## src/rtl/hazard_control.sv

```systemverilog
// Front-end pipeline sequencer: load-use stall insertion, branch squash,
// debug halt/single-step and a saturating stall-cycle counter.
module hazard_control #(
    parameter int unsigned LOAD_STALL_CYCLES = 1,
    parameter int unsigned STALL_CNT_W       = 16
) (
    input  logic                   clock,
    input  logic                   reset,
    input  logic [4:0]             id_rs,
    input  logic [4:0]             id_rt,
    input  logic                   id_uses_rt,
    input  logic                   ex_mem_read,
    input  logic [4:0]             ex_reg_dest,
    input  logic                   branch_taken,
    input  logic                   halt_req,
    input  logic                   step_req,
    output logic                   pc_write,
    output logic                   if_id_write,
    output logic                   if_id_flush,
    output logic                   id_ex_flush,
    output logic                   halted,
    output logic [STALL_CNT_W-1:0] stall_count
);

    localparam int unsigned REM_W    = 4;
    localparam logic        MULTI    = (LOAD_STALL_CYCLES > 1);
    localparam logic [REM_W-1:0] REM_LOAD = REM_W'(LOAD_STALL_CYCLES - 1);

    typedef enum logic [1:0] {S_RUN, S_STALL, S_HALT} state_t;
    typedef enum logic [1:0] {M_ADVANCE, M_SQUASH, M_BUBBLE, M_HOLD} mode_t;

    state_t                 state_q, state_d;
    logic [REM_W-1:0]       rem_q, rem_d;
    logic [STALL_CNT_W-1:0] cnt_q, cnt_d;
    mode_t                  mode, eval_mode;
    logic                   load_use;

    assign load_use = ex_mem_read && (ex_reg_dest != 5'd0) &&
                      ((ex_reg_dest == id_rs) || (id_uses_rt && (ex_reg_dest == id_rt)));

    // Result of an "evaluating" cycle: branch beats load-use beats normal flow.
    always_comb begin
        eval_mode = M_ADVANCE;
        if (branch_taken) begin
            eval_mode = M_SQUASH;
        end else if (load_use) begin
            eval_mode = M_BUBBLE;
        end
    end

    always_comb begin
        state_d = state_q;
        rem_d   = rem_q;
        mode    = M_ADVANCE;
        case (state_q)
            S_RUN: begin
                if (halt_req && !branch_taken && !load_use) begin
                    mode    = M_HOLD;
                    state_d = S_HALT;
                end else begin
                    mode = eval_mode;
                    if (eval_mode == M_BUBBLE && MULTI) begin
                        rem_d   = REM_LOAD;
                        state_d = S_STALL;
                    end
                end
            end
            S_STALL: begin
                if (branch_taken) begin
                    mode    = M_SQUASH;
                    rem_d   = '0;
                    state_d = S_RUN;
                end else begin
                    mode  = M_BUBBLE;
                    rem_d = rem_q - REM_W'(1);
                    // rem of 0 is unreachable; treat it as the last bubble
                    if (rem_q <= REM_W'(1)) begin
                        rem_d   = '0;
                        state_d = halt_req ? S_HALT : S_RUN;
                    end
                end
            end
            S_HALT: begin
                if (!halt_req) begin
                    mode    = M_HOLD;
                    state_d = S_RUN;
                end else if (step_req) begin
                    mode = eval_mode;
                    if (eval_mode == M_BUBBLE && MULTI) begin
                        rem_d   = REM_LOAD;
                        state_d = S_STALL;
                    end
                end else begin
                    mode = M_HOLD;
                end
            end
            default: begin
                state_d = S_RUN;
                rem_d   = '0;
            end
        endcase
    end

    always_comb begin
        cnt_d = cnt_q;
        if (mode == M_BUBBLE && cnt_q != {STALL_CNT_W{1'b1}}) begin
            cnt_d = cnt_q + STALL_CNT_W'(1);
        end
    end

    always_ff @(posedge clock) begin
        if (reset) begin
            state_q <= S_RUN;
            rem_q   <= '0;
            cnt_q   <= '0;
        end else begin
            state_q <= state_d;
            rem_q   <= rem_d;
            cnt_q   <= cnt_d;
        end
    end

    assign pc_write    = (mode == M_ADVANCE) || (mode == M_SQUASH);
    assign if_id_write = (mode == M_ADVANCE) || (mode == M_SQUASH);
    assign if_id_flush = (mode == M_SQUASH);
    assign id_ex_flush = (mode != M_ADVANCE);
    assign halted      = (state_q == S_HALT);
    assign stall_count = cnt_q;

endmodule

```

## config.mk

```make
export PLATFORM = sky130hd
export DESIGN_NAME = hazard_control
export DESIGN_NICKNAME = d
export VERILOG_FILES = /design/src/rtl/hazard_control.sv
export SDC_FILE = /design/constraint.sdc
export NUM_CORES = 1
export LEC_CHECK = 0
export CAP_MARGIN = 20
export CORE_MARGIN = 10
export CORE_UTILIZATION = 30
export DETAILED_ROUTE_END_ITERATION = 16
export MAX_ROUTING_LAYER = met4
export PLACE_DENSITY = 0.57
export SKIP_LAST_GASP = 1
export SLEW_MARGIN = 20
export SYNTH_ARGS = -nofsm -noshare
export SYNTH_HDL_FRONTEND = slang
export SYNTH_SLANG_ARGS = --single-unit
```

## constraint.sdc

```tcl
create_clock -name clock -period 4 [get_ports clock]
set_input_delay 0.6 -clock clock [delete_from_list [all_inputs] [get_ports clock]]
set_output_delay 0.6 -clock clock [all_outputs]
set_load 0.05 [all_outputs]
```

==> flow_metrics.py <==
metrics = {
    "synthesis": {
        "ys_seq_area_share_pct": 29.79,
        "synth_edf_count": 0,
        "synthDistinctLibCells": 39,
        "ys_ff_latch": 17,
        "synthArstFlopShare_pct": 0,
        "synth_nets": 162,
        "syn_avg_cell_area_um2": 8.218,
        "synth_ff_type": "dfxtp_1",
        "syn_inst": 139,
        "synth_warnings": 0,
        "syn_area_um2": 1142,
    },
    "route": {
        "antenna_left": 0,
        "wl_per_cell_um": 15.08,
        "first_iter_violations": 71,
        "avgViaCountPerCell": 5.270,
        "drt_pass1_iterations": 4,
        "drcViolationCount": 0,
        "drt_wl_total_um": 3407,
        "vias": 1191,
    },
    "cts": {
        "ctsHoldBuffers": 0,
        "cts_root_buf": "clkbuf_8",
        "path_clk_slew_ns": 0.06,
        "ctsLongestPathBuffers": 2,
        "cts_setup_buffers": 0,
        "cts_resized": 0,
        "numCtsBuffers": 3,
        "insertion_delay_ns": 0.26,
        "cts_tree": "built",
        "ctsHtreeMaxLevel": 1,
        "clock_sinks": 17,
    },
    "setup_path": {
        "reg2reg_depth": 5,
        "cp.arrival_ns": 3.02,
        "crit_buf_inv": 2,
        "slowest_stage": "clkdlybuf4s50_1",
        "cpLargestDelayFamily": "buffers and inverters",
        "path_cells": "clkdlybuf4s50_1 -> or4_1 -> o21ai_0 -> o22ai_1 -> a21oi_1 -> clkdlybuf4s50_1",
        "start_kind": "input pin",
        "cp_max_fo": 3,
        "cp_num_cells": 6,
        "critical_path_class": "in2out",
        "cp_slowest_stage_delay_ns": 0.85,
        "cpMostUsedCell": "clkdlybuf4s50_1",
        "critPathRequiredTime_ns": 3.40,
        "end_kind": "primary output",
    },
    "final_layout": {
        "fin_cells": 226,
        "drive_above_1_share_pct": 7.865,
        "nFillCells": 366,
        "final_cell_mix": "42 x clkdlybuf4s50_1, 17 x dfxtp_1, 14 x a21oi_1",
        "final_nets": 202,
        "area_growth_pct": 42.06,
        "insertedDiodeCount": 0,
        "mostFrequentLayoutCell": "clkdlybuf4s50_1",
    },
    "floorplanning": {
        "die_h_um": 81.71,
        "io_pins": 43,
        "fp.dieW_um": 81.71,
        "die_area_um2": 6676,
        "initial_core_util_pct": 31.20,
        "core_area_um2": 3661,
        "rows": 22,
    },
    "placed_design": {
        "dp_hpwl_um": 2706,
        "dp_cells": 222,
        "gp_congestion": 0.7634,
        "port_buffers": 42,
    },
    "timing": {
        "rsz0062_at_grt": "false",
        "fin_crit_ns": 3.624,
        "fmax_ghz": 0.2759,
        "fin_skew_ns": 0.003572,
        "setup_tns_ns": 0,
        "slew_headroom_pct": 51.52,
        "worstMarginPinSlew_ns": 0.7208,
        "hold_viol_final": 0,
        "drv_slew": 0,
        "final-setup-viol-count": 0,
        "fin_crit_sh_pct": 90.61,
    },
    "hold_path": {
        "worstHoldPathType": "reg2reg",
        "hold_depth": 2,
    },
    "power": {
        "peakVddDrop_mv": 0.1627,
        "p_total_mw": 0.3791,
        "power_density_nw_per_um2": 233.6,
        "p_leak_nw": 0.5016,
    },
    "run": {
        "max_cap_viol_count": 0,
    },
    "global_route": {
        "grt_use_total_pct": 10.41,
        "grt_pass1_vias": 1157,
        "gr-total-overflow": 0,
        "grt_max_degree": 32,
        "grt_pass1_wl_um": 5526,
        "antenna_found_initial": 0,
    },
    "outcome": {
        "outcome": "completed",
    },
}
[sequential cells by signal, summed over array words and instances (netlist names)]
signal       count
stall_count     16
state_q          1
[power by group]
part	leakage (nW)	internal (mW)	switching (mW)	total, mW
clock	0.0228	0.0708	0.0608	0.132
sequential	0.137	0.170	0.000710	0.171
combinational	0.342	0.0342	0.0427	0.0769
total	0.502	0.275	0.104	0.379
[layout make-up]
type | count | area [µm²] | share of cell area, %
well taps | 48 | 60.06 | 3.701
inverters | 3 | 11.26 | 0.6939
flip-flops and latches | 17 | 340.3 | 20.97
multi-input cells | 111 | 738.2 | 45.49
repair buffers | 43 | 427.9 | 26.37
clock buffers | 4 | 45.04 | 2.776
[synth_stat cells, types with 2 or more instances]
master,instances,area [µm²]
dfxtp_1,17,340.3
a21oi_1,14,70.07
nand4_1,9,56.30
xor2_1,9,78.83
nor2_1,8,30.03
nand2_1,7,26.28
nand3_1,7,35.03
o21ai_0,7,35.03
or4_1,7,52.55
o31ai_1,6,45.04
nor3_1,5,25.02
or3_1,5,31.28
nor4_1,4,25.02
clkbuf_1,3,11.26
inv_1,3,11.26
buf_4,2,15.01
buf_6,2,22.52
nor2b_1,2,12.51
o21a_1,2,15.01
[worst reg2reg max path, cell delays in order, from the launching register on]
cell and delay [ns]:
dfxtp_1 0.34, a21boi_0 0.23, nor2_1 0.47, nand3_4 0.26, or4_1 0.53, a21oi_1 0.16
[cells by family (layout without fill, tap and decap cells)]
kind of cell,count (synthesis),after routing,share of synthesized area [%]
DFF,17,17,29.79
buffers and inverters,11,50,5.585
muxes,2,2,2.300
and+or+nand+nor,63,63,34.72
AOI/OAI and AO/OA,35,35,18.84
xor gates and xnor gates,10,10,7.668
adders and majority gates,1,1,1.095
[per-layer routing]
| metal | wire [µm] | GRT usage, % | up-vias |
|---|---|---|---|
| li1 | - | - | 610 |
| met1 | 1492 | 12.70 | 553 |
| met2 | 1732 | 17.06 | 22 |
| met3 | 139 | 2.511 | 6 |
| met4 | 42 | 2.211 | 0 |
| met5 | 0 | - | - |
[final timing paths]
kind                   from  slack (ns)             end
min reg2reg      state_q[1]        0.51      state_q[1]
max          ex_reg_dest[1]        0.38     if_id_write
max reg2reg      state_q[1]        1.93  stall_count[5]
min              state_q[1]        0.51      state_q[1]
[per-stage QoR]
step | instance area, µm² | worst slack, ns | utilization, % | hold slack [ns]
after CTS | 1623 | 0.3767 | 44.33 | 0.5208
after global routing | 1623 | 0.2447 | 44.33 | 0.5547
after floorplan | 1142 | 0.7028 | - | 0.7078
after global placement | 1578 | 0.4226 | 43.10 | 0.5043
after detailed placement | 1578 | 0.3788 | 43.10 | 0.5086
final | 1623 | 0.3758 | 44.33 | 0.5146
(Power assumes the default switching activity.)
